`src/rtl/resp_demux2_pkg.sv`:
```
// ----------------------------------------------------------------------------
// proc_pkg
//   Shared constants for the memory response path.
//   - DEST_OUT1 / DEST_OUT2 : destination tag values carried in the tag FIFO
//   - occ_width()           : width of an occupancy counter that must hold the
//                             values 0..depth inclusive
// ----------------------------------------------------------------------------
package proc_pkg;

    localparam logic DEST_OUT1 = 1'b0;
    localparam logic DEST_OUT2 = 1'b1;

    // One extra bit so that "completely full" (== depth) is representable.
    function automatic int occ_width(input int depth);
        return $clog2(depth) + 1;
    endfunction

endpackage

```
`src/rtl/resp_demux2_if.sv`:
```
// ----------------------------------------------------------------------------
// resp_demux2_if
//   Bundles every non-clock/reset signal of resp_demux2.
//   Tag side     : tag_push, tag_sel (in)      tag_full, outstanding (out)
//   Response in  : in_valid, in_data (in)      in_ready (out)
//   Response out : out1_valid/out1_data, out2_valid/out2_data (out)
//                  out1_ready, out2_ready (in)
//   Errors       : err_overflow, err_orphan (out)
//   Modports: master = the environment driving the demux, slave = the demux.
// ----------------------------------------------------------------------------
interface resp_demux2_if
    import proc_pkg::*;
#(
    parameter int DATA_WIDTH = 32,
    parameter int DEPTH      = 4
) ();

    localparam int OCC_W = occ_width(DEPTH);

    logic                  tag_push;
    logic                  tag_sel;
    logic                  tag_full;
    logic [OCC_W-1:0]      outstanding;

    logic                  in_valid;
    logic [DATA_WIDTH-1:0] in_data;
    logic                  in_ready;

    logic                  out1_valid;
    logic [DATA_WIDTH-1:0] out1_data;
    logic                  out1_ready;

    logic                  out2_valid;
    logic [DATA_WIDTH-1:0] out2_data;
    logic                  out2_ready;

    logic                  err_overflow;
    logic                  err_orphan;

    modport master (
        output tag_push, tag_sel, in_valid, in_data, out1_ready, out2_ready,
        input  tag_full, outstanding, in_ready,
        input  out1_valid, out1_data, out2_valid, out2_data,
        input  err_overflow, err_orphan
    );

    modport slave (
        input  tag_push, tag_sel, in_valid, in_data, out1_ready, out2_ready,
        output tag_full, outstanding, in_ready,
        output out1_valid, out1_data, out2_valid, out2_data,
        output err_overflow, err_orphan
    );

endinterface

```
`src/rtl/resp_demux2_tag_fifo.sv`:
```
// ----------------------------------------------------------------------------
// tag_fifo
//   In-order FIFO of 1-bit destination tags, DEPTH entries (power of 2, >= 2).
//   clk, rst  : clock, asynchronous active-high reset
//   push_i    : push request; taken when not full, or when full and a pop
//               happens in the same cycle (the pop frees the slot)
//   din_i     : tag to push
//   pop_i     : pop request; ignored when empty
//   head_o    : tag at the read pointer (meaningful only when !empty_o)
//   full_o    : count == DEPTH
//   empty_o   : count == 0
//   count_o   : occupancy, 0..DEPTH
// ----------------------------------------------------------------------------
module tag_fifo
    import proc_pkg::*;
#(
    parameter int DEPTH = 4
) (
    input  logic                        clk,
    input  logic                        rst,
    input  logic                        push_i,
    input  logic                        din_i,
    input  logic                        pop_i,
    output logic                        head_o,
    output logic                        full_o,
    output logic                        empty_o,
    output logic [occ_width(DEPTH)-1:0] count_o
);

    localparam int PW = $clog2(DEPTH);
    localparam int CW = occ_width(DEPTH);

    logic [PW-1:0] wr_ptr_q, rd_ptr_q;
    logic [CW-1:0] count_q;
    logic          mem_q [DEPTH];
    logic          do_push, do_pop;

    assign full_o  = (count_q == CW'(DEPTH));
    assign empty_o = (count_q == '0);
    assign count_o = count_q;
    assign head_o  = mem_q[rd_ptr_q];

    assign do_pop  = pop_i && !empty_o;
    assign do_push = push_i && (!full_o || do_pop);

    // Pointers are exactly log2(DEPTH) bits, so they wrap at DEPTH for free.
    // NOTE: sequential state is written with non-blocking assignments so every
    // register samples the pre-edge values, independent of statement order.
    always_ff @(posedge clk or posedge rst) begin
        if (rst) begin
            wr_ptr_q <= '0;
            rd_ptr_q <= '0;
            count_q  <= '0;
        end else begin
            if (do_push) wr_ptr_q <= wr_ptr_q + PW'(1);
            if (do_pop)  rd_ptr_q <= rd_ptr_q + PW'(1);
            if (do_push && !do_pop)      count_q <= count_q + CW'(1);
            else if (do_pop && !do_push) count_q <= count_q - CW'(1);
        end
    end

    // NOTE: storage is deliberately not reset; an entry is only read after it
    // has been written, and leaving it out of reset keeps it a plain RAM.
    always_ff @(posedge clk) begin
        if (do_push) mem_q[wr_ptr_q] <= din_i;
    end

endmodule

```
`src/rtl/resp_demux2.sv`:
```
// ----------------------------------------------------------------------------
// resp_demux2
//   Routes a single in-order memory response stream to one of two requesters,
//   using a FIFO of destination tags recorded when each request was issued.
//   One registered output stage {hold_valid, hold_sel, hold_data}.
//   clk, rst : clock, asynchronous active-high reset
//   bus      : resp_demux2_if.slave (tag side, response in, two response
//              outputs, sticky error flags)
//   Optional feature: define RESP_DEMUX_ERR_EN to build the sticky
//   err_overflow / err_orphan flags; otherwise both outputs are tied to 0.
// ----------------------------------------------------------------------------
module resp_demux2
    import proc_pkg::*;
#(
    parameter int DATA_WIDTH = 32,
    parameter int DEPTH      = 4
) (
    input  logic             clk,
    input  logic             rst,
    resp_demux2_if.slave     bus
);

    localparam int OCC_W = occ_width(DEPTH);

    logic                  fifo_head, fifo_full, fifo_empty;
    logic [OCC_W-1:0]      fifo_count;

    logic                  hold_valid_q, hold_valid_d;
    logic                  hold_sel_q,   hold_sel_d;
    logic [DATA_WIDTH-1:0] hold_data_q,  hold_data_d;

    logic                  fire, in_ready, accept, load;

    tag_fifo #(.DEPTH(DEPTH)) u_tag_fifo (
        .clk     (clk),
        .rst     (rst),
        .push_i  (bus.tag_push),
        .din_i   (bus.tag_sel),
        .pop_i   (load),
        .head_o  (fifo_head),
        .full_o  (fifo_full),
        .empty_o (fifo_empty),
        .count_o (fifo_count)
    );

    assign bus.tag_full    = fifo_full;
    assign bus.outstanding = fifo_count;

    // Only the ready of the currently selected output can release the stage.
    assign fire = hold_valid_q &&
                  ((hold_sel_q == DEST_OUT2) ? bus.out2_ready : bus.out1_ready);

    // With no tag outstanding the response is dropped, so it never needs to
    // wait for the holding register.
    assign in_ready = !hold_valid_q || fire || fifo_empty;
    assign accept   = bus.in_valid && in_ready;
    assign load     = accept && !fifo_empty;

    // NOTE: every variable gets its default first, so no path through the
    // block leaves a value unassigned and no latch is inferred.
    always_comb begin
        hold_valid_d = hold_valid_q;
        hold_sel_d   = hold_sel_q;
        hold_data_d  = hold_data_q;
        if (load) begin
            hold_valid_d = 1'b1;
            hold_sel_d   = fifo_head;
            hold_data_d  = bus.in_data;
        end else if (fire) begin
            hold_valid_d = 1'b0;
        end
    end

    always_ff @(posedge clk or posedge rst) begin
        if (rst) begin
            hold_valid_q <= 1'b0;
            hold_sel_q   <= DEST_OUT1;
            hold_data_q  <= '0;
        end else begin
            hold_valid_q <= hold_valid_d;
            hold_sel_q   <= hold_sel_d;
            hold_data_q  <= hold_data_d;
        end
    end

    assign bus.in_ready   = in_ready;
    assign bus.out1_valid = hold_valid_q && (hold_sel_q == DEST_OUT1);
    assign bus.out2_valid = hold_valid_q && (hold_sel_q == DEST_OUT2);
    assign bus.out1_data  = hold_data_q;
    assign bus.out2_data  = hold_data_q;

`ifdef RESP_DEMUX_ERR_EN
    logic err_overflow_q, err_orphan_q;

    // A push while full is only an overflow if no pop frees a slot this cycle.
    always_ff @(posedge clk or posedge rst) begin
        if (rst) begin
            err_overflow_q <= 1'b0;
            err_orphan_q   <= 1'b0;
        end else begin
            if (bus.tag_push && fifo_full && !load) err_overflow_q <= 1'b1;
            if (accept && fifo_empty)               err_orphan_q   <= 1'b1;
        end
    end

    assign bus.err_overflow = err_overflow_q;
    assign bus.err_orphan   = err_orphan_q;
`else
    assign bus.err_overflow = 1'b0;
    assign bus.err_orphan   = 1'b0;
`endif

endmodule

```
`src/flat_wrapper.sv`:
```
// flat-port wrapper written by rule: the top's interface ports become plain ports
module resp_demux2_flat import proc_pkg::*;
#(
    parameter int DATA_WIDTH = 32,
    parameter int DEPTH      = 4
)
  (clk, rst, bus_tag_push, bus_tag_sel, bus_in_valid, bus_in_data, bus_out1_ready, bus_out2_ready, bus_tag_full, bus_outstanding, bus_in_ready, bus_out1_valid, bus_out1_data, bus_out2_valid, bus_out2_data, bus_err_overflow, bus_err_orphan);
  resp_demux2_if #(.DATA_WIDTH(DATA_WIDTH), .DEPTH(DEPTH)) bus_i ();
  input  logic clk;
  input  logic rst;
  input wire logic [$bits(bus_i.tag_push)-1:0] bus_tag_push;
  input wire logic [$bits(bus_i.tag_sel)-1:0] bus_tag_sel;
  input wire logic [$bits(bus_i.in_valid)-1:0] bus_in_valid;
  input wire logic [$bits(bus_i.in_data)-1:0] bus_in_data;
  input wire logic [$bits(bus_i.out1_ready)-1:0] bus_out1_ready;
  input wire logic [$bits(bus_i.out2_ready)-1:0] bus_out2_ready;
  output wire logic [$bits(bus_i.tag_full)-1:0] bus_tag_full;
  output wire logic [$bits(bus_i.outstanding)-1:0] bus_outstanding;
  output wire logic [$bits(bus_i.in_ready)-1:0] bus_in_ready;
  output wire logic [$bits(bus_i.out1_valid)-1:0] bus_out1_valid;
  output wire logic [$bits(bus_i.out1_data)-1:0] bus_out1_data;
  output wire logic [$bits(bus_i.out2_valid)-1:0] bus_out2_valid;
  output wire logic [$bits(bus_i.out2_data)-1:0] bus_out2_data;
  output wire logic [$bits(bus_i.err_overflow)-1:0] bus_err_overflow;
  output wire logic [$bits(bus_i.err_orphan)-1:0] bus_err_orphan;
  assign bus_i.tag_push = bus_tag_push;
  assign bus_i.tag_sel = bus_tag_sel;
  assign bus_i.in_valid = bus_in_valid;
  assign bus_i.in_data = bus_in_data;
  assign bus_i.out1_ready = bus_out1_ready;
  assign bus_i.out2_ready = bus_out2_ready;
  assign bus_tag_full = bus_i.tag_full;
  assign bus_outstanding = bus_i.outstanding;
  assign bus_in_ready = bus_i.in_ready;
  assign bus_out1_valid = bus_i.out1_valid;
  assign bus_out1_data = bus_i.out1_data;
  assign bus_out2_valid = bus_i.out2_valid;
  assign bus_out2_data = bus_i.out2_data;
  assign bus_err_overflow = bus_i.err_overflow;
  assign bus_err_orphan = bus_i.err_orphan;
  resp_demux2 #(.DATA_WIDTH(DATA_WIDTH), .DEPTH(DEPTH)) u_core (.clk(clk), .rst(rst), .bus(bus_i));
endmodule
```
`config.mk`:
```
export PLATFORM = sky130hd
export DESIGN_NAME = resp_demux2_flat
export DESIGN_NICKNAME = d
export VERILOG_FILES = /design/src/rtl/resp_demux2_pkg.sv /design/src/rtl/resp_demux2_if.sv /design/src/rtl/resp_demux2_tag_fifo.sv /design/src/rtl/resp_demux2.sv /design/src/flat_wrapper.sv
export SDC_FILE = /design/constraint.sdc
export NUM_CORES = 1
export LEC_CHECK = 0
export CORE_ASPECT_RATIO = 0.5
export CORE_MARGIN = 10
export CORE_UTILIZATION = 41
export DETAILED_ROUTE_END_ITERATION = 10
export MAX_ROUTING_LAYER = met4
export PLACE_DENSITY = 0.81
export SYNTH_ARGS = -nofsm -noshare
export SYNTH_HDL_FRONTEND = slang
export SYNTH_SLANG_ARGS = --single-unit
```
`constraint.sdc`:
```
create_clock -name clk -period 2.65 [get_ports clk]
set_input_delay 0.3975 -clock clk [delete_from_list [all_inputs] [get_ports clk]]
set_output_delay 0.3975 -clock clk [all_outputs]
set_load 0.03 [all_outputs]
```
---- Yosys cells after proc, flatten, opt, wreduce, memory -nomap -nowiden ----
Memories as Yosys holds them, arrays and structs flattened. A register that Yosys moved wholly into a read port is not among the register bits.
Cells that the tools add are included.
W data, S select, Z words.
word-level totals
  bits in registers ....................... 40
  bits of input ports ..................... 39
  output and inout port bits .............. 73
  memories kept ........................... 1
  bits in writable memories ............... 4
cells by class
  add/subtract/negate cells ............... 4
  reduce and logical (&&, ||, !) cells .... 20
  eq/ne operators ......................... 1
  bitwise operators ....................... 1
  mux-type cells .......................... 7
memories
  memory                   words  width  rd ports  clocked after Yosys merged registers in  write ports  line                        text
  u_core.u_tag_fifo.mem_q  4      1      1         1                                        1            resp_demux2_tag_fifo.sv:35  logic mem_q [DEPTH];
operators with widths
  cell                   count
  $logic_and A1 B1 Y1    9
  $mux W3                2
  $logic_not A1 Y1       5
  $mux W1                5
  $add A2 B1 Y2 const B  2
  $reduce_bool A2 Y1     2
  $add A3 B1 Y3 const B  1
  $eq A3 B3 Y1 const B   1
  $logic_not A3 Y1       1
  $logic_or A1 B1 Y1     3
  $sub A3 B1 Y3 const B  1
  $not A1 Y1             1

---- Depth between registers and ports, before layout ----
Gate-level depths: netlist of run 1.
  word-level depth ........................ 13
  depth in mapped cells ................... 10
  mapped depth without buffers ............ 9

---- Modules after synthesis ----
A second synthesis of run 1 with hierarchy kept.
second synthesis, totals
  cell total of the unflattened synthesis .. 160
  area, all modules ....................... 2,299.7 um^2
modules (own cells, without submodules)
  module       seq. area each (um^2)  area each (um^2)  instances  cells an instance
  resp_demux2  850.8                  1,711.6           1          119
  tag_fifo     295.3                  588.1             1          41

---- Least setup slack after synthesis of run 1 ----
No wires, ideal clock.
  path kind ............................... register to register
  start point ............................. register u_core.u_tag_fifo.count_q[1], in the netlist u_core.u_tag_fifo.count_o[1]
  end point ............................... register u_core.u_tag_fifo.count_q[2], in the netlist u_core.u_tag_fifo.count_o[2]
  period minus slack after synthesis ...... 2,324 ps
  path buffers ............................ 1
  arrival ................................. 2,243 ps
  path slack .............................. 326 ps
  required time ........................... 2,569 ps
  cell stages (with the launch flop) ...... 11
  cell sequence ........................... dfrtp_1 o31ai_2 a21oi_4 buf_6 inv_1 ha_1 inv_1 fa_1 xor2_1 nor2_1 xor2_1
between the ends
  cells in the longest elaborated chain, start to end .. 10
RTL lines
  what                          line                        text
  start, declared               resp_demux2_tag_fifo.sv:34  logic [CW-1:0] count_q;
  start signal, assigned        resp_demux2_tag_fifo.sv:57  if (do_push && !do_pop) count_q <= count_q + CW'(1);
  start signal, assigned        resp_demux2_tag_fifo.sv:58  else if (do_pop && !do_push) count_q <= count_q - CW'(1);
  $logic_not A3 Y1              resp_demux2_tag_fifo.sv:39  assign empty_o = (count_q == '0);
  $logic_or A1 B1 Y1            resp_demux2.sv:55           assign in_ready = !hold_valid_q || fire || fifo_empty;
  $logic_and A1 B1 Y1           resp_demux2.sv:56           assign accept = bus.in_valid && in_ready;
  $logic_and A1 B1 Y1           resp_demux2.sv:57           assign load = accept && !fifo_empty;
  $logic_and A1 B1 Y1           resp_demux2_tag_fifo.sv:43  assign do_pop = pop_i && !empty_o;
  $logic_or A1 B1 Y1            resp_demux2_tag_fifo.sv:44  assign do_push = push_i && (!full_o || do_pop);
  $logic_and A1 B1 Y1           resp_demux2_tag_fifo.sv:44
  $logic_not A1 Y1              resp_demux2_tag_fifo.sv:58
  $logic_and A1 B1 Y1           resp_demux2_tag_fifo.sv:58
  $reduce_bool A2 Y1 (no line)  --
Parallel ways exist; a longest one is shown, timed or not. The select of a mux whose other input is x is not followed.
A chain may end at the register's enable or synchronous reset.

---- Worst setup path in the final report of run 1 ----
  start point ............................. input port bus_out2_ready
  end point ............................... output port bus_in_ready
between the ends
  cells in the longest elaborated chain, start to end .. 4
RTL lines
  what                              line                text
  start, declared                   flat_wrapper.sv:16  input wire logic [$bits(bus_i.out2_ready)-1:0] bus_out2_ready;
  $mux W1                           resp_demux2.sv:51   ((hold_sel_q == DEST_OUT2) ? bus.out2_ready : bus.out1_ready);
  $logic_and A1 B1 Y1               resp_demux2.sv:50   assign fire = hold_valid_q &&
  $logic_or A1 B1 Y1 (2 in series)  resp_demux2.sv:55
  end, declared                     flat_wrapper.sv:19  output wire logic [$bits(bus_i.in_ready)-1:0] bus_in_ready;
No other way between the ends.

==> impl_metrics.py, run 1 <==
metrics = {
    "status": {
        "status": "completed",
    },
    "critical_path": {
        "critical-path-top-delay-family": "buffers and inverters",
        "timing.critical_path.arrival_ns": 2.07,
        "crit_path_frequent_cell": "sky130_fd_sc_hd__clkdlybuf4s50_1",
        "worstPathCellList": "clkdlybuf4s50_1 -> mux2i_2 -> o311ai_0 -> clkdlybuf4s50_1",
        "worstSetupPathType": "input port to primary output",
        "critPathMaxStageDelay_ns": 0.64,
        "cp_num_buf_inv": 2,
        "timing.critical_path.from": "bus_out2_ready",
        "cpMaxStageDelayCell": "sky130_fd_sc_hd__clkdlybuf4s50_1",
        "path_max_fanout": 5,
        "worst_setup_start_kind": "input port",
        "cp.required_ns": 2.25,
        "reg2reg_from": "u_core.u_tag_fifo.count_o[0]",
        "endpoint_kind": "primary output",
    },
    "place": {
        "globalplace.congestion": 0.7500,
        "preCtsSetupSlack_ns": 0.09270,
        "place.detailed.instances": 305,
        "post-dp-hpwl_mm": 4.451,
        "placed_cell_area_mm2": 0.003209,
        "placement.io_buffers": 109,
    },
    "power_and_ir_drop": {
        "combPwrFrac_pct": 63.8,
        "power.density_mw_per_mm2": 1532,
        "share_seq_of_total_power_pct": 27.0,
        "leakage_nw": 1.414,
        "total_switching_power_w": 0.002272,
        "p_sw_share_pct": 44.81,
        "clkPwrFrac_pct": 9.2,
        "intPower_w": 0.002798,
        "ir_drop_v": 0.0007376,
    },
    "global_route": {
        "pin_count_of_the_biggest_net_entering_global_routing": 42,
        "first_pass_grt_wire_length_mm": 8.673,
        "globalRouteOverflowTotal": 0,
        "grt_usage_pct": 12.25,
        "first_global_vias": 1573,
        "grt_antenna_before_repair": 0,
    },
    "final_layout": {
        "nets": 284,
        "final.fill_count": 421,
        "finalInstanceArea_mm2": 0.003308,
        "util_after_layout_pct": 60.77,
        "final_cells": 312,
        "layout-drive-gt1-share_pct": 22.18,
        "flow.area_growth_from_synthesis_pct": 44.48,
        "antenna_cells": 0,
    },
    "detailed_routing": {
        "drt_drc_violations_left": 0,
        "drtIter0Drc": 29,
        "routed-via-count": 1376,
        "viasPerCell": 4.410,
        "firstDrtPassIters": 3,
        "antenna_violating_nets_post_route": 0,
        "wl_per_cell_um": 17.92,
        "totalWireLength_mm": 5.590,
    },
    "synth": {
        "mappedNetlistArea_mm2": 0.002290,
        "postSynthCellCount": 156,
        "ys_ff_latch": 45,
        "synth_sequential_area_ratio_pct": 50.05,
        "syn_area_per_cell_um2": 14.68,
        "synthDistinctLibCells": 27,
        "synth_warnings": 0,
    },
    "timing": {
        "max-slew-margin-rel_pct": 60.40,
        "worst_slack_ns": 0.1873,
        "fin_skew_ns": 0.003460,
        "max_clock_freq_mhz": 406.1,
        "rsz0062_at_grt": "no",
        "hold_viol_final": 0,
        "final_clock_period_utilization_by_the_worst_path_pct": 92.93,
        "setup-tns-final_ns": 0,
        "final_max_slew_viol_count": 0,
        "setup_violations": 0,
        "worst_slew_pin_slew_ns": 0.5940,
        "min_period_ns": 2.463,
    },
    "hold_path": {
        "hold_class": "flip-flop to flip-flop",
        "hp-start": "u_core.u_tag_fifo.rd_ptr_q[1]",
    },
    "floorplan": {
        "placementRows": 19,
        "die_w_um": 125.7,
        "initial_core_util_pct": 42.06,
        "core-area_mm2": 0.005444,
        "io_pins": 112,
        "die_height_um": 72.84,
        "floorplan_die_area_mm2": 0.009155,
    },
    "clocking": {
        "cts.repair_timing.setup_buffer_count": 0,
        "cts_max_level": 2,
        "cts.path.max_buffers": 2,
        "cts_hold_buffers": 0,
        "tritoncts_clock_tree": "built",
        "cts-buffers-inserted": 5,
        "clk_pin_slew_ns": 0.08,
        "worst_skew_pair_latency_ns": 0.29,
        "tritoncts_num_sinks": 45,
        "cts.repair.resized": 0,
        "root_buffer": "sky130_fd_sc_hd__clkbuf_8",
    },
    "flow_run": {
        "max-cap-violations": 0,
    },
}
## worst register-to-register path: stages (launching register included)
cell                       delay, ns
sky130_fd_sc_hd__dfrtp_1        0.52
sky130_fd_sc_hd__nor4b_1        0.57
sky130_fd_sc_hd__a211oi_4       0.09
sky130_fd_sc_hd__ha_1           0.26
sky130_fd_sc_hd__inv_1          0.07
sky130_fd_sc_hd__fa_1           0.39
sky130_fd_sc_hd__mux2_2         0.26
## registers in the layout, summed over array words and instances (netlist names)
register / flops
u_core.bus.out1_data: 32
u_core.u_tag_fifo.mem_q: 4
u_core.u_tag_fifo.count_o: 3
u_core.u_tag_fifo.rd_ptr_q: 2
u_core.u_tag_fifo.wr_ptr_q: 2
u_core.hold_sel_q: 1
u_core.hold_valid_q: 1
## per-layer routing
layer	vias up	share of wire, %	GRT usage [%]
met3	8	3.7	3.191
met4	0	1.4	4.061
met2	30	59	23.59
met5	-	0	-
met1	688	36	11.93
li1	650	-	-
## kinds of logic (layout without fill, tap and decap cells)
logic type	count (synthesis)	after routing	synth area share, %
other	1	2	0.1638
AO/OA/AOI/OAI	5	5	2.842
buffers and inverters	44	126	13.77
multiplexers	37	37	23.55
AND/OR/NAND/NOR	12	12	3.716
XOR/XNOR	6	6	2.296
adder cells (fa/ha/maj)	6	6	3.607
flip-flops	45	45	50.05
## power by group through the flow
| stage | Combinational, W | Clock (W) | Sequential, W |
|---|---|---|---|
| after detailed placement | 0.00328 | 0 | 0.00138 |
| after global placement | 0.00323 | 0 | 0.00135 |
| after global routing | 0.00338 | 0.000509 | 0.00143 |
| after CTS | 0.00329 | 0.000474 | 0.00138 |
| final | 0.00324 | 0.000465 | 0.00137 |
| after floorplan | 0.00177 | 0 | 0.00186 |
## metrics by stage
stage               power, W  hold WS, ns
CTS                 0.005139       0.5017
finish              0.005069       0.4958
detailed placement  0.004663       0.4817
floorplan           0.003627       0.4495
global route        0.005321       0.5175
global placement    0.004587       0.4726
## synth_stat cells
cell / instances / share of area (%)
sky130_fd_sc_hd__dfrtp_1: 41 / 45
sky130_fd_sc_hd__buf_4: 34 / 11
sky130_fd_sc_hd__mux2_4: 29 / 19
sky130_fd_sc_hd__inv_1: 7 / 1.1
sky130_fd_sc_hd__mux2_2: 6 / 3.0
sky130_fd_sc_hd__ha_1: 5 / 2.7
sky130_fd_sc_hd__and2_1: 4 / 1.1
sky130_fd_sc_hd__edfxtp_1: 4 / 5.2
sky130_fd_sc_hd__buf_6: 3 / 1.5
sky130_fd_sc_hd__xnor2_1: 3 / 1.1
sky130_fd_sc_hd__xor2_1: 3 / 1.1
sky130_fd_sc_hd__nand2_1: 2 / 0.33
sky130_fd_sc_hd__a211oi_1: 1 / 0.33
sky130_fd_sc_hd__a211oi_4: 1 / 0.87
sky130_fd_sc_hd__a21oi_4: 1 / 0.71
sky130_fd_sc_hd__and2_2: 1 / 0.33
sky130_fd_sc_hd__and2b_2: 1 / 0.38
sky130_fd_sc_hd__conb_1: 1 / 0.16
sky130_fd_sc_hd__fa_1: 1 / 0.87
sky130_fd_sc_hd__mux2i_2: 1 / 0.60
sky130_fd_sc_hd__mux4_2: 1 / 0.98
sky130_fd_sc_hd__nor2_1: 1 / 0.16
sky130_fd_sc_hd__nor3b_1: 1 / 0.33
sky130_fd_sc_hd__nor4b_1: 1 / 0.38
sky130_fd_sc_hd__nor4bb_2: 1 / 0.71
sky130_fd_sc_hd__o311ai_0: 1 / 0.38
sky130_fd_sc_hd__o31ai_2: 1 / 0.55
## final cells by class
cell class	count	area (µm²)	area share, %
Tap cell	73	91.34	2.761
Sequential cell	45	1146	34.64
Inverter	7	26.28	0.7943
Timing Repair Buffer	112	1114	33.66
Clock inverter	1	5.005	0.1513
Multi-Input combinational cell	68	832.0	25.15
Clock buffer	6	93.84	2.837
## final timing paths
check                                                 to  slack [ns]  depth (start not counted)
setup / recovery                            bus_in_ready        0.19                          4
setup reg to reg            u_core.u_tag_fifo.count_o[1]        0.38                          6
hold reg to reg            u_core.u_tag_fifo.rd_ptr_q[1]        0.50                          1
hold / removal             u_core.u_tag_fifo.rd_ptr_q[1]        0.50                          1
min in group asynchronous       u_core.bus.out1_data[10]        0.53                          3
max in group asynchronous  u_core.u_tag_fifo.wr_ptr_q[0]        1.77                          3
## layout by cell type (no fill, tap or decap), types with 4 or more instances in the layout
| cell type | netlist | routed |
|---|---|---|
| sky130_fd_sc_hd__and2_1 | 4 | 4 |
| sky130_fd_sc_hd__mux2_2 | 6 | 6 |
| sky130_fd_sc_hd__clkbuf_8 | 0 | 5 |
| sky130_fd_sc_hd__ha_1 | 5 | 5 |
| sky130_fd_sc_hd__mux2_4 | 29 | 29 |
| sky130_fd_sc_hd__edfxtp_1 | 4 | 4 |
| sky130_fd_sc_hd__inv_1 | 7 | 7 |
| sky130_fd_sc_hd__dfrtp_1 | 41 | 41 |
| sky130_fd_sc_hd__clkdlybuf4s50_1 | 0 | 109 |
No activity file was read; power rests on OpenSTA's default activity.
==> run 2, diff against run 1 <==
- CORE_ASPECT_RATIO: 0.5 -> 1.4
- CORE_MARGIN: 10 -> not set
==> run 2 against run 1 <==
Critical path type unchanged. Final area rose by 0.87%. Highest routed layer unchanged. Sequential cell count did not move. Via count rose by 4.1%. Global-route usage rose by 3.4 points. Clock power rose by 22%.
==> impl_metrics.py, run 2 (synthesis gave the netlist of run 1 again) <==
metrics = {
    "power_and_ir_drop": {
        "power.density_mw_per_mm2": 1529,
        "ir_drop_v": 0.0007512,
        "total_power_w": 0.005103,
        "leakage_nw": 1.429,
    },
    "critical_path": {
        "critical-path-top-delay-family": "buffers and inverters",
        "cp.required_ns": 2.25,
        "crit_path_frequent_cell": "sky130_fd_sc_hd__clkdlybuf4s50_1",
        "path_max_fanout": 5,
        "timing.critical_path.arrival_ns": 1.97,
        "worstSetupPathType": "input port to primary output",
        "worst_setup_start_kind": "input port",
        "critPathMaxStageDelay_ns": 0.74,
        "worstPathCellList": "clkdlybuf4s50_1 -> mux2i_2 -> buf_4 -> o311ai_0 -> clkdlybuf4s50_1",
        "endpoint_kind": "primary output",
        "cp_num_buf_inv": 3,
        "cpMaxStageDelayCell": "sky130_fd_sc_hd__clkdlybuf4s50_1",
    },
    "detailed_routing": {
        "viasPerCell": 4.664,
        "firstDrtPassIters": 4,
        "drt_drc_violations_left": 0,
        "antenna_violating_nets_post_route": 0,
        "routed-via-count": 1432,
        "wl_per_cell_um": 13.96,
        "totalWireLength_mm": 4.287,
        "drtIter0Drc": 67,
    },
    "floorplan": {
        "initial_core_util_pct": 43.41,
        "core-area_mm2": 0.005275,
        "placementRows": 31,
        "die_w_um": 65.16,
        "io_pins": 112,
        "floorplan_die_area_mm2": 0.005892,
        "die_height_um": 90.42,
    },
    "final_layout": {
        "layout-drive-gt1-share_pct": 22.82,
        "antenna_cells": 0,
        "flow.area_growth_from_synthesis_pct": 45.74,
        "nets": 285,
        "mostFrequentLayoutCell": "sky130_fd_sc_hd__clkdlybuf4s50_1",
        "most_used_cells_in_the_layout_excluding_fill_and_tap_cells": "sky130_fd_sc_hd__clkdlybuf4s50_1 (109), sky130_fd_sc_hd__dfrtp_1 (41), sky130_fd_sc_hd__mux2_4 (29), sky130_fd_sc_hd__inv_1 (6), sky130_fd_sc_hd__mux2_2 (6)",
        "multiInputGateArea_um2": 832.0,
        "finalInstanceArea_mm2": 0.003337,
        "register_area_mm2": 0.001146,
        "final.fill_count": 424,
        "largest_register_ff_count": 32,
        "final_cells": 307,
    },
    "place": {
        "placed_cell_area_mm2": 0.003208,
        "post-dp-hpwl_mm": 3.207,
        "placement.io_buffers": 109,
        "globalplace.congestion": 0.7354,
        "place.detailed.instances": 299,
    },
    "timing": {
        "final_clock_period_utilization_by_the_worst_path_pct": 89.18,
        "max-slew-margin-rel_pct": 52.75,
        "final_max_slew_viol_count": 0,
        "min_period_ns": 2.363,
        "setup-tns-final_ns": 0,
        "rsz0062_at_grt": "no",
        "hold_viol_final": 0,
        "max_clock_freq_mhz": 423.1,
        "worst_slew_pin_slew_ns": 0.7044,
        "fin_skew_ns": 0.005662,
        "setup_violations": 0,
    },
    "clocking": {
        "cts.repair.resized": 0,
        "cts.repair_timing.setup_buffer_count": 0,
        "tritoncts_clock_tree": "built",
        "cts-buffers-inserted": 5,
        "cts_hold_buffers": 0,
        "tritoncts_num_sinks": 45,
        "worst_skew_pair_latency_ns": 0.29,
        "clk_pin_slew_ns": 0.08,
        "root_buffer": "sky130_fd_sc_hd__clkbuf_8",
        "cts_max_level": 2,
        "cts.path.max_buffers": 2,
    },
    "global_route": {
        "first_global_vias": 1376,
        "first_pass_grt_wire_length_mm": 6.893,
        "grt_usage_pct": 15.64,
        "globalRouteOverflowTotal": 0,
        "grt_antenna_before_repair": 0,
        "pin_count_of_the_biggest_net_entering_global_routing": 35,
    },
    "flow_run": {
        "max-cap-violations": 0,
    },
    "hold_path": {
        "hold_class": "input port to asynchronous set/reset pin",
    },
    "status": {
        "status": "completed",
    },
}
==> run 2: cell count changes in the layout (fill, tap and decap cells not counted), sizes merged <==
cell / delta
buf: +1
bufinv: +1
clkinv: +1
inv: -1
==> run 2: worst reg2reg max path, cell delays in order (launching register included) <==
cell	delay (ns)
sky130_fd_sc_hd__dfrtp_1	0.50
sky130_fd_sc_hd__nor4b_1	0.54
sky130_fd_sc_hd__a211oi_4	0.08
sky130_fd_sc_hd__ha_1	0.25
sky130_fd_sc_hd__inv_1	0.08
sky130_fd_sc_hd__fa_1	0.40
sky130_fd_sc_hd__mux2_2	0.26
==> run 2: final timing paths <==
check,start,end,slack (ns),depth (start not counted)
max in group asynchronous,rst,u_core.bus.out1_data[8],1.54,3
min in group clk,u_core.u_tag_fifo.rd_ptr_q[1],u_core.u_tag_fifo.rd_ptr_q[1],0.49,1
setup reg to reg,u_core.u_tag_fifo.count_o[0],u_core.u_tag_fifo.count_o[1],0.43,6
setup / recovery,bus_out1_ready,bus_in_ready,0.29,5
hold reg to reg,u_core.u_tag_fifo.rd_ptr_q[1],u_core.u_tag_fifo.rd_ptr_q[1],0.49,1
hold / removal,rst,u_core.bus.out1_data[3],0.43,2
==> run 2: layer usage <==
| layer | GRT usage, % | wire, µm | vias up |
|---|---|---|---|
| li1 | - | - | 650 |
| met1 | 18.52 | 1802 | 700 |
| met2 | 25.77 | 2109 | 80 |
| met3 | 4.167 | 351 | 2 |
| met4 | 4.348 | 23 | 0 |
| met5 | - | 0 | - |
==> run 2: cell type report <==
type                    instances  share of cell area, %
clock inverters                 2                  1.050
clock buffers                   6                  2.812
repair buffers                113                  33.60
well taps                      66                  2.475
multi-input cells              68                  24.93
inverters                       7                 0.7874
flip-flops and latches         45                  34.35
==> run 2: report_power, final <==
| group | switching, W | internal (W) | total [W] |
|---|---|---|---|
| combinational | 0.00165 | 0.00154 | 0.00319 |
| sequential | 0.000316 | 0.00103 | 0.00135 |
| clock | 0.000228 | 0.000337 | 0.000565 |
==> run 2: through the flow <==
stage	hold slack (ns)	worst slack [ns]	utilization, %
2_1_floorplan	0.4495	0.3263	-
3_3_place_gp	0.4770	0.1911	60.82
3_5_place_dp	0.4734	0.1267	60.82
4_1_cts	0.4442	0.2787	63.26
5_1_grt	0.4859	0.2147	63.26
6_report	0.4342	0.2867	63.26
==> run 3, diff against run 2 <==
- REMOVE_ABC_BUFFERS: not set -> 1
==> run 3 against run 2 <==
Wire length is 0.54% lower. Maximum frequency is 4.6% lower. Non-clock buffer count is 1 lower. Worst hold slack better by 0.068 ns. Count of clock-buffer cells in the layout is 1 higher. Core utilization is 0.33 points lower. Final cell count is 0.33% lower. Via count is 1.9% lower. Combinational power hardly changed. Critical endpoint unchanged.
==> impl_metrics.py, run 3 (synthesis gave the netlist of run 1 again) <==
metrics = {
    "timing": {
        "worst_slack_ns": 0.1725,
        "max_clock_freq_mhz": 403.6,
        "max-slew-margin-rel_pct": 59.83,
        "final_max_slew_viol_count": 0,
        "min_period_ns": 2.477,
        "final_clock_period_utilization_by_the_worst_path_pct": 93.49,
        "setup_violations": 0,
        "rsz0062_at_grt": "no",
        "fin_skew_ns": 0.009593,
        "hold_viol_final": 0,
        "worst_slew_pin_slew_ns": 0.6026,
    },
    "clocking": {
        "worst_skew_pair_latency_ns": 0.29,
        "tritoncts_clock_tree": "built",
        "cts_max_level": 2,
        "tritoncts_num_sinks": 45,
        "clk_pin_slew_ns": 0.08,
        "cts-buffers-inserted": 5,
        "cts.repair_timing.setup_buffer_count": 0,
        "cts.path.max_buffers": 2,
        "cts.repair.resized": 0,
        "cts_hold_buffers": 0,
        "root_buffer": "sky130_fd_sc_hd__clkbuf_8",
    },
    "final_layout": {
        "register_area_mm2": 0.001146,
        "finalInstanceArea_mm2": 0.003319,
        "final.fill_count": 446,
        "util_after_layout_pct": 62.93,
        "largest_register_ff_count": 32,
        "mostFrequentLayoutCell": "sky130_fd_sc_hd__clkdlybuf4s50_1",
        "final_cells": 306,
        "layout-drive-gt1-share_pct": 22.50,
        "most_used_cells_in_the_layout_excluding_fill_and_tap_cells": "sky130_fd_sc_hd__clkdlybuf4s50_1 (109), sky130_fd_sc_hd__dfrtp_1 (41), sky130_fd_sc_hd__mux2_4 (29), sky130_fd_sc_hd__inv_1 (7)",
        "flow.area_growth_from_synthesis_pct": 44.97,
        "antenna_cells": 0,
        "multiInputGateArea_um2": 832.0,
        "nets": 284,
    },
    "detailed_routing": {
        "firstDrtPassIters": 4,
        "met2_length_mm": 2.353,
        "totalWireLength_mm": 4.264,
        "routed-via-count": 1405,
        "antenna_violating_nets_post_route": 0,
        "route.layer.met1.wl_mm": 1.643,
        "drt_drc_violations_left": 0,
        "met3RoutedLength_um": 254,
        "viasPerCell": 4.592,
        "maxUsedRoutingLayer": "met4",
        "wl_per_cell_um": 13.93,
        "drtIter0Drc": 49,
    },
    "power_and_ir_drop": {
        "leakage_nw": 1.423,
        "power.density_mw_per_mm2": 1520,
        "ir_drop_v": 0.0008374,
    },
    "floorplan": {
        "placementRows": 31,
        "die_w_um": 65.16,
        "die_height_um": 90.42,
        "io_pins": 112,
        "floorplan_die_area_mm2": 0.005892,
        "initial_core_util_pct": 43.41,
        "core-area_mm2": 0.005275,
    },
    "place": {
        "globalplace.congestion": 0.6927,
        "placed_cell_area_mm2": 0.003201,
        "preCtsSetupSlack_ns": 0.09812,
        "post-dp-hpwl_mm": 3.268,
        "place.detailed.instances": 298,
        "placement.io_buffers": 109,
    },
    "hold_path": {
        "hold_path_stages": 1,
        "timing.hold.worst_endpoint": "u_core.u_tag_fifo.rd_ptr_q[1]",
        "hold_class": "flip-flop to flip-flop",
        "hp-start": "u_core.u_tag_fifo.rd_ptr_q[1]",
    },
    "global_route": {
        "first_global_vias": 1439,
        "globalRouteOverflowTotal": 0,
        "first_pass_grt_wire_length_mm": 6.948,
        "grt_usage_pct": 15.46,
        "grt_antenna_before_repair": 0,
        "pin_count_of_the_biggest_net_entering_global_routing": 42,
    },
    "critical_path": {
        "path_max_fanout": 5,
        "reg2regPathDepth": 6,
        "reg2reg_from": "u_core.u_tag_fifo.count_o[0]",
        "reg2reg_setup_slack_ns": 0.38,
        "timing.critical_path.arrival_ns": 2.08,
        "worstSetupPathType": "input port to primary output",
        "cp.required_ns": 2.25,
        "worst_setup_start_kind": "input port",
        "timing.rr.end": "u_core.u_tag_fifo.count_o[1]",
        "endpoint_kind": "primary output",
    },
    "flow_run": {
        "max-cap-violations": 0,
    },
    "status": {
        "status": "completed",
    },
}
==> run 3: changes by cell type in the layout (fill, tap and decap cells not counted) <==
cell                        change
sky130_fd_sc_hd__inv_8          +1
sky130_fd_sc_hd__clkinv_1       -1
sky130_fd_sc_hd__inv_1          +1
sky130_fd_sc_hd__clkinv_2       -1
sky130_fd_sc_hd__bufinv_16      -1
sky130_fd_sc_hd__buf_4          -1
sky130_fd_sc_hd__clkbuf_8       +1
==> run 3: how the worst max path moves through the flow <==
stage	startpoint	endpoint
3_3_place_gp	bus_in_valid	u_core.u_tag_fifo.count_o[1]
5_1_grt	u_core.hold_sel_q	bus_in_ready
2_1_floorplan	u_core.u_tag_fifo.count_o[0]	u_core.u_tag_fifo.count_o[1]
3_5_place_dp	bus_in_valid	u_core.u_tag_fifo.count_o[1]
6_report	bus_out2_ready	bus_in_ready
4_1_cts	bus_out2_ready	bus_in_ready
==> run 3: routing by layer <==
metal / up-vias / global-route usage (%)
met2: 60 / 26.72
met4: 0 / 2.174
met3: 4 / 4.167
li1: 649 / -
met1: 692 / 18.08
met5: - / -
==> run 3: area by class of cell <==
| cell class | count | share of cell area, % |
|---|---|---|
| Sequential cell | 45 | 34.53 |
| Timing Repair Buffer | 112 | 33.55 |
| Multi-Input combinational cell | 68 | 25.07 |
| Clock buffer | 7 | 3.242 |
| Tap cell | 66 | 2.488 |
| Inverter | 7 | 0.7916 |
| Clock inverter | 1 | 0.3392 |
==> run 3: worst max-delay path, stage by stage <==
cell,delay [ns]
sky130_fd_sc_hd__clkdlybuf4s50_1,0.42
sky130_fd_sc_hd__mux2i_2,0.41
sky130_fd_sc_hd__o311ai_0,0.22
sky130_fd_sc_hd__clkdlybuf4s50_1,0.63
==> run 3: stage by stage <==
stage	TNS, ns	total power, W	hold slack (ns)
after floorplan	-0.2913	0.003244	0.4495
after global placement	0	0.004530	0.4774
final	0	0.005045	0.5026
after detailed placement	0	0.004579	0.4975
after CTS	0	0.005107	0.5097
after global routing	0	0.005288	0.5316
==> run 3: power breakdown <==
part	internal, W	switching (W)	total (W)
clock	0.000275	0.000232	0.000508
combinational	0.00153	0.00165	0.00318
sequential	0.00103	0.000320	0.00135
total	0.00284	0.00221	0.00504
